<file path="config.mk">
export PLATFORM = sky130hd
export DESIGN_NAME = sd_image_xfer_ctrl
export DESIGN_NICKNAME = d
export VERILOG_FILES = /design/src/rtl/sd_image_xfer_ctrl.sv
export SDC_FILE = /design/constraint.sdc
export NUM_CORES = 1
export LEC_CHECK = 0
export BUFFER_PORTS_ARGS = -buffer_cell sky130_fd_sc_hd__buf_4
export CORE_ASPECT_RATIO = 1.1
export CORE_MARGIN = 2
export CORE_UTILIZATION = 35
export DETAILED_ROUTE_END_ITERATION = 6
export GPL_ROUTABILITY_DRIVEN = 0
export PLACE_DENSITY_LB_ADDON = 0.15
export SYNTH_ARGS = -nofsm -noshare
export SYNTH_HDL_FRONTEND = slang
export SYNTH_SLANG_ARGS = --single-unit
</file>
<file path="constraint.sdc">
create_clock -name SD_clk_ref -period 5.8 [get_ports SD_clk_ref]
set_input_delay 0.29 -clock SD_clk_ref [delete_from_list [all_inputs] [get_ports SD_clk_ref]]
set_output_delay 0.29 -clock SD_clk_ref [all_outputs]
set_load 0.005 [all_outputs]
</file>
<file path="src/rtl/sd_image_xfer_ctrl.sv">
// Stores/retrieves one image per slot as consecutive SD sectors; each sector is paced on FIFO level.
// Build macro SD_XFER_PATTERN_EN: save data comes from an internal counter and the write-FIFO is bypassed.
module sd_image_xfer_ctrl #(
  parameter int          DATA_W        = 16,
  parameter int          SECTOR_WORDS  = 256,
  parameter int          SLOT_NUM      = 4,
  parameter int          SLOT_SECTORS  = 1200,
  parameter logic [31:0] BASE_SECTOR   = 32'd16384,
  parameter int          FIFO_LEN_W    = 11,
  parameter int          RD_FIFO_DEPTH = 2048,
  localparam int         SLOT_W        = (SLOT_NUM > 1) ? $clog2(SLOT_NUM) : 1
) (
  input  logic                  SD_clk_ref,
  input  logic                  sys_rst_n,
  input  logic                  sd_init_done,
  input  logic                  save_req,
  input  logic                  read_req,
  input  logic [SLOT_W-1:0]     slot_sel,
  output logic                  wr_start_en,
  output logic [31:0]           wr_sec_addr,
  input  logic                  wr_busy,
  input  logic                  wr_req,
  output logic [DATA_W-1:0]     sd_wr_data,
  output logic                  rd_start_en,
  output logic [31:0]           rd_sec_addr,
  input  logic                  rd_busy,
  input  logic                  rd_val_en,
  input  logic [DATA_W-1:0]     rd_val_data,
  input  logic [FIFO_LEN_W-1:0] wr_fifo_len,
  output logic                  wr_fifo_rd_en,
  input  logic [DATA_W-1:0]     wr_fifo_data,
  input  logic [FIFO_LEN_W-1:0] rd_fifo_len,
  output logic                  rd_fifo_wr_en,
  output logic [DATA_W-1:0]     rd_fifo_wdata,
  output logic                  busy,
  output logic                  save_done,
  output logic                  read_done,
  output logic                  req_err,
  output logic                  flow_err,
  output logic [15:0]           sec_cnt
);

  typedef enum logic [2:0] {IDLE, W_WAIT, W_START, W_BUSY, R_WAIT, R_START, R_BUSY} state_t;

  localparam logic [31:0] SEC_WORDS32 = 32'(SECTOR_WORDS);
  localparam logic [31:0] RD_THRESH   = 32'(RD_FIFO_DEPTH - SECTOR_WORDS);
  localparam logic [31:0] RD_FULL     = 32'(RD_FIFO_DEPTH);
  localparam logic [31:0] SLOT_NUM32  = 32'(SLOT_NUM);
  localparam logic [31:0] SLOT_SEC32  = 32'(SLOT_SECTORS);
  localparam logic [15:0] LAST_SEC    = 16'(SLOT_SECTORS - 1);

  state_t      state, state_nxt;
  logic [31:0] base_addr;
  logic [31:0] sec_addr;
  logic        busy_seen;
  logic [31:0] slot_ext;
  logic [31:0] wr_len32, rd_len32;
  logic        req_ok, start_save, start_read;
  logic        wr_lvl_ok, rd_lvl_ok;
  logic        wr_fall, rd_fall, last_sec;

  assign slot_ext   = 32'(slot_sel);
  assign wr_len32   = 32'(wr_fifo_len);
  assign rd_len32   = 32'(rd_fifo_len);
  assign req_ok     = sd_init_done && (slot_ext < SLOT_NUM32);
  assign start_save = (state == IDLE) && save_req && req_ok;
  assign start_read = (state == IDLE) && read_req && !save_req && req_ok;
  assign rd_lvl_ok  = rd_len32 <= RD_THRESH;
  // The core's busy may lag the start pulse, so a fall only counts once busy has been seen high.
  assign wr_fall    = busy_seen && !wr_busy;
  assign rd_fall    = busy_seen && !rd_busy;
  assign last_sec   = sec_cnt == LAST_SEC;
  assign wr_sec_addr = sec_addr;
  assign rd_sec_addr = sec_addr;

`ifdef SD_XFER_PATTERN_EN
  logic [DATA_W-1:0] pat_cnt;

  always_ff @(posedge SD_clk_ref or negedge sys_rst_n) begin
    if (!sys_rst_n)      pat_cnt <= '0;
    else if (start_save) pat_cnt <= '0;
    else if (wr_req)     pat_cnt <= pat_cnt + 1'b1;
  end

  assign wr_lvl_ok     = 1'b1;
  assign sd_wr_data    = pat_cnt;
  assign wr_fifo_rd_en = 1'b0;
`else
  assign wr_lvl_ok     = wr_len32 >= SEC_WORDS32;
  assign sd_wr_data    = wr_fifo_data;
  assign wr_fifo_rd_en = wr_req;
`endif

  assign rd_fifo_wr_en = rd_val_en;
  assign rd_fifo_wdata = rd_val_data;

  always_ff @(posedge SD_clk_ref or negedge sys_rst_n) begin
    if (!sys_rst_n) state <= IDLE;
    else            state <= state_nxt;
  end

  always_comb begin
    state_nxt = state;
    unique case (state)
      IDLE:    if (start_save)      state_nxt = W_WAIT;
               else if (start_read) state_nxt = R_WAIT;
      W_WAIT:  if (wr_lvl_ok) state_nxt = W_START;
      W_START: state_nxt = W_BUSY;
      W_BUSY:  if (wr_fall) state_nxt = last_sec ? IDLE : W_WAIT;
      R_WAIT:  if (rd_lvl_ok) state_nxt = R_START;
      R_START: state_nxt = R_BUSY;
      R_BUSY:  if (rd_fall) state_nxt = last_sec ? IDLE : R_WAIT;
      default: state_nxt = IDLE;
    endcase
  end

  always_comb begin
    wr_start_en = 1'b0;
    rd_start_en = 1'b0;
    busy        = 1'b1;
    unique case (state)
      IDLE:    busy        = 1'b0;
      W_START: wr_start_en = 1'b1;
      R_START: rd_start_en = 1'b1;
      default: ;
    endcase
  end

  always_ff @(posedge SD_clk_ref or negedge sys_rst_n) begin
    if (!sys_rst_n) begin
      base_addr <= '0;
      sec_addr  <= '0;
      sec_cnt   <= '0;
      busy_seen <= 1'b0;
      save_done <= 1'b0;
      read_done <= 1'b0;
      req_err   <= 1'b0;
      flow_err  <= 1'b0;
    end else begin
      save_done <= (state == W_BUSY) && wr_fall && last_sec;
      read_done <= (state == R_BUSY) && rd_fall && last_sec;
      // In IDLE a simultaneous read loses to the save; outside IDLE every request is refused.
      if (state == IDLE)
        req_err <= (save_req && read_req) || ((save_req || read_req) && !req_ok);
      else
        req_err <= save_req || read_req;
      if ((wr_req && (wr_fifo_len == '0)) || (rd_val_en && (rd_len32 == RD_FULL)))
        flow_err <= 1'b1;
      if (start_save || start_read) begin
        base_addr <= BASE_SECTOR + slot_ext * SLOT_SEC32;
        sec_cnt   <= '0;
      end
      if ((state == W_WAIT && wr_lvl_ok) || (state == R_WAIT && rd_lvl_ok))
        sec_addr <= base_addr + 32'(sec_cnt);
      if ((state == W_BUSY && wr_fall && !last_sec) || (state == R_BUSY && rd_fall && !last_sec))
        sec_cnt <= sec_cnt + 16'd1;
      if (state == W_START || state == R_START)
        busy_seen <= 1'b0;
      else if ((state == W_BUSY && wr_busy) || (state == R_BUSY && rd_busy))
        busy_seen <= 1'b1;
    end
  end

endmodule

</file>
==> results of run 1 <==
## metrics by stage
step | utilization | cell area [um2] | setup WS [ns]
after floorplan | - | 3556 | 3.499
after global placement | 0.3807 | 3711 | 3.320
after detailed placement | 0.3807 | 3711 | 3.273
after CTS | 0.3940 | 3840 | 3.242
after global routing | 0.3940 | 3840 | 3.133
final | 0.3940 | 3840 | 3.264
## cell type report
type / count / area share
Sequential cell: 48 / 0.3128
Tap cell: 120 / 0.03910
Multi-Input combinational cell: 264 / 0.4249
Clock inverter: 2 / 0.01564
Timing Repair Buffer: 91 / 0.1779
Inverter: 12 / 0.01173
Clock buffer: 5 / 0.01792
## state kept, by name, indices dropped and copies added (netlist names)
| signal | count |
|---|---|
| flow_err | 1 |
| base_addr | 7 |
| rd_sec_addr | 17 |
| state | 3 |
| save_done | 1 |
| read_done | 1 |
| req_err | 1 |
| sec_cnt | 16 |
| busy_seen | 1 |
## cell usage in the layout (no fill, tap or decap), types with 5 or more instances in the layout
cell type,netlist,layout
and2_1,5,5
conb_1,1,30
a21o_1,5,5
nand2_1,50,50
mux2i_1,6,6
or3_1,6,6
buf_4,82,91
clkbuf_8,0,5
ha_1,13,13
dfrtp_1,48,48
nor3_1,9,9
inv_1,12,12
nor2_1,8,8
o21ai_0,20,20
o21bai_1,5,5
nand3_1,14,14
xnor2_1,5,5
a21oi_1,18,18
nor3b_1,5,5
and3_1,5,5
nor4b_1,5,5
## power by group
group | leakage (nW) | internal [mW] | switching (mW)
registers | 0.631 | 0.406 | 0.0901
clock network | 0.0642 | 0.170 | 0.118
logic | 1.21 | 0.254 | 0.248
total | 1.91 | 0.830 | 0.456
## worst max-delay path: stages, from the launching register on
cell      delay (ns)
dfrtp_1         0.47
ha_1            0.26
fa_1            0.43
a211oi_1        0.25
o21ai_0         0.17
a221oi_1        0.52
o21bai_1        0.12
a22o_1          0.21
## how the worst min path moves through the flow
stage                     end  startpoint  depth (start not counted)  slack, ns
5_1_grt        rd_sec_addr[2]   sys_rst_n                          1       0.05
3_5_place_dp          req_err   sys_rst_n                          1       0.38
2_1_floorplan   base_addr[10]   sys_rst_n                          0     -0.006
3_3_place_gp          req_err   sys_rst_n                          1       0.37
6_report              req_err   sys_rst_n                          1     -0.002
4_1_cts               req_err   sys_rst_n                          1       0.03
## kinds of logic (layout without fill, tap and decap cells)
kind of cell / Yosys count / count (layout) / share of synthesized area
and+or+nand+nor: 130 / 130 / 0.2022
adders and majority gates: 15 / 15 / 0.05590
AOI/OAI and AO/OA: 72 / 72 / 0.1332
xor gates and xnor gates: 7 / 7 / 0.01779
other: 1 / 30 / 0.001088
buffers and inverters: 108 / 110 / 0.2098
muxes: 10 / 10 / 0.03158
DFF: 48 / 48 / 0.3485
## per-layer routing
metal  up-vias  share of wire  routed length, um
met2        88           0.50               3857
met3         7          0.047                367
met1      1268           0.45               3467
met5         -              0                  0
met4         0         0.0081                 63
li1       1312              -                  -
==> impl_metrics.yaml, run 1 <==
grt:
  grt_pass1_vias: 2512
  grt_pass1_wl_um: 12640
  busiest_layer: "met2"
  grt_start_max_net_pins: 49
  grt_use_met1: 0.1878
  use_met2: 0.2507
  antenna_found_initial: 0
  use_met3: 0.02973
  grt_use_total: 0.1457
  overflow: 0
finish:
  area_growth_pct: 11.40
  multi_input_area_mm2: 0.001632
  register_area_mm2: 0.001201
  nets: 501
  nFillCells: 1006
  diodes: 0
  final_cell_count_no_fill: 542
  drive_gt1_frac: 0.2607
cts:
  cts_made_buffers: 5
  clockRootBuffer: "clkbuf_8"
  numClockSinks: 48
  cts_resized: 0
  path_clk_slew_ns: 0.09
  clk_path_buf_depth: 2
  cts_setup_buffers: 0
  clk_latency_ns: 0.30
  cts_tree: "done"
  ctsHtreeMaxLevel: 2
  hold_buffers: 0
synth:
  yosysTopAreaCell: "dfrtp_1"
  synthTopCellsByArea: "dfrtp_1 (35%), buf_4 (18%), nand2_1 (5.4%)"
  synth-edff-count: 0
  synthTopCellsByCount: "buf_4 (82), nand2_1 (50), dfrtp_1 (48)"
  yosysMostFrequentCell: "buf_4"
  synth_warnings: 0
  avgSynthCellArea_um2: 8.816
  yosysSeqAreaShare: 0.3485
  synthArstFlopShare: 1.000
  ys_types: 58
  ys.flop_type: "dfrtp_1"
  synthCells: 391
  synth_area_mm2: 0.003447
  synth_top_area_frac: 0.3485
  ys_seq_elements: 48
setup_path:
  arrival_ns: 2.74
  r2r_slack_ns: 3.26
  rr_startpoint: "sec_cnt[4]"
  crit_path_end: "rd_sec_addr[16]"
  critPathMaxFanout: 7
  r2r_cells: 7
  r2r_end: "rd_sec_addr[16]"
  critPathCaptureType: "flop"
  start_kind: "flop"
  crit_start: "sec_cnt[4]"
  crit_type: "flop to flop"
  required_ns: 6.00
detailed_routing:
  drt-total-wl_um: 7755
  drcViolationCount: 0
  firstDrtPassIters: 4
  drtAntennaViolNets: 0
  vias: 2675
  drt_iter0_drc: 104
  avgRoutedWirePerCell_um: 14.31
  vias_per_cell: 4.935
timing:
  whs_ns: -0.002371
  hold_viol_final: 1
  worst_pin_slew_ns: 0.6552
  fin_crit_ns: 2.536
  slew_viol_final: 0
  setup_violations: 0
  relSlewSlack: 0.5632
  fmax_mhz: 394.4
  fin_skew_ns: 0.007588
  finalSetupTns_ns: 0
  period_share: 0.4372
  grt_setup_unrepaired: "false"
place:
  io_buffers: 89
  placedCellCount: 535
  hpwlAfterDp_um: 5833
hold_path:
  min_path_type: "input pin to async pin"
die:
  io_pins: 186
  rows: 38
  die_w_um: 98.62
  start_util: 0.3537
  die_area_mm2: 0.01066
  die_y_um: 108.1
  core-area_mm2: 0.009747
flow_run:
  cap_viol_max_count: 0
power_and_ir_drop:
  worst_ir_drop_vdd_mv: 0.1433
  leakage_nw: 1.910
  p_total_mw: 1.286
  power_density_mw_per_mm2: 334.9
outcome:
  violations: "hold timing"
  status: "finished with violations"
No activity file was read; power rests on OpenSTA's default activity.
==> inputs of run 2 (changes only) <==
==> constraint.sdc (replaced) <==
create_clock -name SD_clk_ref -period 2 [get_ports SD_clk_ref]
set_input_delay 0.1 -clock SD_clk_ref [delete_from_list [all_inputs] [get_ports SD_clk_ref]]
set_output_delay 0.1 -clock SD_clk_ref [all_outputs]
set_load 0.005 [all_outputs]
==> impl_metrics.yaml, run 2 (synthesis results as in run 1) <==
place:
  place_ws_ns: -0.07184
  io_buffers: 89
  hpwlAfterDp_um: 6222
  post_dp_cell_area_mm2: 0.003950
power_and_ir_drop:
  clkPwrFrac: 0.189
  p_total_mw: 3.756
  p_sw_frac: 0.3629
  p_int_mw: 2.393
  leakage_nw: 2.065
  power_density_mw_per_mm2: 907.9
  power.switching_mw: 1.363
  p_comb_frac: 0.446
  worst_ir_drop_vdd_mv: 0.3463
  pwr-share-seq: 0.365
setup_path:
  required_ns: 2.20
  cp_num_cells: 7
  cpMaxStageDelayCell: "dfrtp_2"
  arrival_ns: 2.20
  crit_type: "flop to flop"
  crit_path_end: "rd_sec_addr[16]"
  critPathCaptureType: "flop"
  r2r_end: "rd_sec_addr[16]"
  start_kind: "flop"
  rr_startpoint: "sec_cnt[4]"
  r2r_slack_ns: -0.008
  crit_start: "sec_cnt[4]"
  worstPathCellList: "ha_4, fa_2, a211oi_2, o21ai_2, a221oi_4, o21bai_1, a22o_1"
  critPathMaxFanout: 4
  path_delay_family: "compound AO/OA/AOI/OAI gates"
  path_buf_inv: 0
  critical-path-max-stage-delay_ns: 0.46
  r2r_cells: 7
timing:
  worst_pin_slew_ns: 0.6439
  slew_viol_final: 0
  relSlewSlack: 0.5707
  fin_crit_ns: 2.008
  worst_slack_ns: -0.007625
  fmax_mhz: 498.1
  period_share: 1.004
  setup_violations: 1
  whs_ns: 0.05107
  grt_setup_unrepaired: "true"
  fin_skew_ns: 0.008859
  hold_viol_final: 0
detailed_routing:
  vias: 2776
  avgRoutedWirePerCell_um: 14.06
  vias_per_cell: 4.828
  firstDrtPassIters: 4
  drt-total-wl_um: 8085
  drt_iter0_drc: 73
  drtAntennaViolNets: 0
  drcViolationCount: 0
die:
  rows: 38
  start_util: 0.3537
  die_area_mm2: 0.01066
  die_w_um: 98.62
  die_y_um: 108.1
  core-area_mm2: 0.009747
  io_pins: 186
finish:
  nets: 533
  drive_gt1_frac: 0.3385
  diodes: 0
  nFillCells: 1002
  post-route-util: 0.4244
  final_cell_mix: "buf_4 (120), nand2_1 (49), dfrtp_1 (45), conb_1 (30)"
  register_area_mm2: 0.001205
  design_area_mm2: 0.004136
  largest_register_ffs: 17
  multi_input_area_mm2: 0.001698
  final_common_cell: "buf_4"
  area_growth_pct: 20.00
grt:
  antenna_found_initial: 0
  use_met3: 0.02780
  busiest_layer: "met2"
  grt_use_total: 0.1507
  use_met2: 0.2493
  grt_pass1_vias: 2639
  grt_pass1_wl_um: 13030
  overflow: 0
  grt_start_max_net_pins: 49
  grt_use_met1: 0.1996
outcome:
  violations: "setup timing"
  status: "finished with violations"
cts:
  cts_setup_buffers: 0
  numClockSinks: 48
  clk_path_buf_depth: 2
  clockRootBuffer: "clkbuf_8"
  cts_tree: "done"
  cts_made_buffers: 5
  path_clk_slew_ns: 0.09
  ctsHtreeMaxLevel: 2
  clk_latency_ns: 0.31
flow_run:
  cap_viol_max_count: 0
hold_path:
  min_path_type: "input pin to flop"
## run 2: cell type report
type,count,share of cell area
multi-input cells,264,0.4105
flip-flops and latches,48,0.2913
repair buffers,123,0.2250
well taps,120,0.03630
clock buffers,6,0.01754
inverters,12,0.01089
clock inverters,2,0.008469
## run 2: worst min path at each step
stage	startpoint	to	slack (ns)	cells after the start
floorplan	sys_rst_n	base_addr[10]	-0.20	0
global placement	sys_rst_n	busy_seen	0.16	1
detailed placement	sys_rst_n	busy_seen	0.18	1
CTS	read_req	req_err	0.04	2
global route	read_req	req_err	0.05	2
finish	read_req	req_err	0.05	2
## run 2: stage by stage
step            TNS (ns)  cells
2_1_floorplan          0    420
3_3_place_gp     -0.1640    564
3_5_place_dp     -0.1666    564
4_1_cts         -0.02068    575
5_1_grt          -0.2717    575
6_report       -0.007625    575
## run 2: power groups by stage
stage	Clock, mW	Combinational (mW)	Sequential (mW)
after floorplan	0	1.21	1.34
after global placement	0	1.67	1.37
after detailed placement	0	1.67	1.39
after CTS	0.744	1.69	1.38
after global routing	0.773	1.88	1.41
final	0.708	1.68	1.37
## run 2: worst register-to-register path: stages (launching register included)
cell,delay (ns)
dfrtp_2,0.46
ha_4,0.18
fa_2,0.36
a211oi_2,0.22
o21ai_2,0.10
a221oi_4,0.29
o21bai_1,0.10
a22o_1,0.19
## run 2: timing repair
action	CTS	global route
endpoints found under the hold margin	50	0
gates resized for setup	4	9
pin swaps	1	2
endpoints found under the setup margin	5	18
hold buffers	3	0
## run 2: per-layer routing
layer | vias up | part of all wire
met1 | 1317 | 0.45
li1 | 1378 | -
met4 | 0 | 0.016
met2 | 67 | 0.49
met3 | 14 | 0.040
met5 | - | 0
==> inputs of run 3 (changes only) <==
--- a/config.mk
+++ b/config.mk
@@ -5,10 +5,12 @@
 export SDC_FILE = /design/constraint.sdc
 export NUM_CORES = 1
 export LEC_CHECK = 0
+export ABC_AREA = 1
 export BUFFER_PORTS_ARGS = -buffer_cell sky130_fd_sc_hd__buf_4
 export CORE_ASPECT_RATIO = 1.1
 export CORE_MARGIN = 2
 export CORE_UTILIZATION = 35
+export CTS_BUF_LIST = sky130_fd_sc_hd__clkbuf_8
 export DETAILED_ROUTE_END_ITERATION = 6
 export GPL_ROUTABILITY_DRIVEN = 0
 export PLACE_DENSITY_LB_ADDON = 0.15
==> impl_metrics.yaml, run 3 <==
grt:
  grt_use_total: 0.1546
  grt_pass1_vias: 3014
  antenna_found_initial: 0
  grt_pass1_wl_um: 14200
  overflow: 0
  grt_start_max_net_pins: 49
cts:
  clockRootBuffer: "clkbuf_8"
  ctsHtreeMaxLevel: 2
  cts_made_buffers: 5
  cts_tree: "done"
  numClockSinks: 48
  clk_path_buf_depth: 2
  clk_latency_ns: 0.30
  path_clk_slew_ns: 0.09
die:
  die_y_um: 111.3
  die_area_mm2: 0.01131
  die_w_um: 101.6
  io_pins: 186
  start_util: 0.3561
  rows: 39
  core-area_mm2: 0.01030
hold_path:
  min_path_type: "input pin to flop"
  hold_depth: 3
synth:
  synthCells: 496
  ys.flop_type: "dfrtp_1"
  ys_types: 37
  yosysTopAreaCell: "dfrtp_1"
  synth_top_area_frac: 0.3276
  synth_warnings: 0
  synthTopCellsByCount: "nand2_1 (140), buf_4 (81), dfrtp_1 (48)"
  synth-edff-count: 0
  synth_area_mm2: 0.003666
  ys_seq_elements: 48
  synthArstFlopShare: 1.000
  yosysMostFrequentCell: "nand2_1"
  synthTopCellsByArea: "dfrtp_1 (33%), buf_4 (17%), nand2_1 (14%)"
  yosysSeqAreaShare: 0.3276
  avgSynthCellArea_um2: 7.391
setup_path:
  r2r_cells: 9
  critPathCaptureType: "flop"
  crit_type: "flop to flop"
  required_ns: 2.19
  arrival_ns: 2.02
  critPathMaxFanout: 3
  start_kind: "flop"
finish:
  largest_register_ffs: 17
  nets: 623
  diodes: 0
  final_cell_mix: "nand2_1 (140), buf_4 (98), dfrtp_1 (48), inv_1 (47), nor2_1 (36)"
  final_common_cell: "nand2_1"
  area_growth_pct: 13.17
  design_area_mm2: 0.004149
  nFillCells: 1092
  drive_gt1_frac: 0.2482
place:
  place_ws_ns: 0.06543
  io_buffers: 89
  post_dp_cell_area_mm2: 0.004031
  hpwlAfterDp_um: 6722
power_and_ir_drop:
  power.switching_mw: 1.850
  pwr-share-seq: 0.361
  p_comb_frac: 0.510
  p_int_mw: 2.470
  p_sw_frac: 0.4282
  power_density_mw_per_mm2: 1041
  p_total_mw: 4.319
  leakage_nw: 2.246
  clkPwrFrac: 0.129
  worst_ir_drop_vdd_mv: 0.3728
timing:
  hold_viol_final: 0
  grt_setup_unrepaired: "false"
  worst_pin_slew_ns: 0.6389
  fmax_mhz: 546.1
  setup_violations: 0
  fin_crit_ns: 1.831
  fin_skew_ns: 0.009139
  relSlewSlack: 0.5741
  period_share: 0.9155
  finalSetupTns_ns: 0
  slew_viol_final: 0
  worst_slack_ns: 0.1690
detailed_routing:
  vias: 3134
  drt_iter0_drc: 156
  avgRoutedWirePerCell_um: 12.47
  drcViolationCount: 0
  drtAntennaViolNets: 0
  firstDrtPassIters: 4
  drt-total-wl_um: 8569
  vias_per_cell: 4.562
outcome:
  status: "finished, final reports clean"
flow_run:
  cap_viol_max_count: 0
run 3: cell count changes after synthesis, moves of 8 or more:
cell      delta
clkbuf_1    -11
o21ai_2      +8
a21oi_1     -16
nand4_1     +10
nor2_1      +28
inv_1       +34
nand3_1     +21
nand2_1     +90
run 3: logic make-up after synthesis:
logic type | synth area share
and+or+nand+nor | 0.3031
buffers and inverters | 0.2276
DFF | 0.3276
AOI/OAI and AO/OA | 0.06689
adders and majority gates | 0.04983
xor gates and xnor gates | 0.02389
other | 0.001023
run 3: through the flow:
stage          hold WS [ns]  utilization  std cells
2_1_floorplan       -0.1956            -        525
3_3_place_gp         0.1657       0.3915        678
3_5_place_dp         0.1668       0.3915        678
4_1_cts             0.05100       0.4000        686
5_1_grt             0.05572       0.4030        687
6_report            0.05961       0.4030        687
run 3: cell type report:
class | instances | area [um2] | share of cell area
well taps | 143 | 178.9 | 0.04312
repair buffers | 99 | 745.7 | 0.1797
flip-flops and latches | 48 | 1201 | 0.2895
clock buffers | 5 | 68.82 | 0.01659
inverters | 49 | 183.9 | 0.04433
multi-input cells | 341 | 1762 | 0.4246
clock inverters | 2 | 8.758 | 0.002111
run 3: power by group through the flow:
stage | registers [mW] | clock network, mW | logic [mW]
after global routing | 1.60 | 0.622 | 2.51
after CTS | 1.56 | 0.591 | 2.19
after detailed placement | 1.58 | 0 | 2.18
after global placement | 1.57 | 0 | 2.16
final | 1.56 | 0.555 | 2.20
after floorplan | 1.53 | 0 | 1.50
run 3: worst max-delay path, stage by stage, from the launching register on:
cell	delay, ns
dfrtp_1	0.42
ha_1	0.24
fa_1	0.42
nand3_2	0.12
nand3_2	0.11
nand2_1	0.08
nand2_1	0.08
xor2_1	0.15
nand2_1	0.06
nand2_1	0.05
run 3: worst paths after layout:
path                                    start              end  slack, ns
worst min-delay path                 save_req          req_err       0.06
max in group asynchronous           sys_rst_n  rd_sec_addr[14]       1.20
worst max-delay path            base_addr[10]  rd_sec_addr[12]       0.17
worst max register to register  base_addr[10]  rd_sec_addr[12]       0.17
worst min register to register       flow_err         flow_err       0.49
min in group asynchronous           sys_rst_n   rd_sec_addr[2]       0.36
run 3: repair_timing:
action | in CTS | in global routing
hold endpoints to repair | 48 | 0
hold buffers | 1 | 0
setup endpoints to repair | 0 | 24
gates resized for setup | 0 | 4
buffers inserted | 0 | 1
run 3: layer usage:
layer  vias up  routed length (um)  global-route usage
li1       1561                   -                   -
met1      1434                3824              0.2044
met2       121                4123              0.2531
met3        18                 412             0.02134
met4         0                 208             0.06126
met5         -                   0                   0
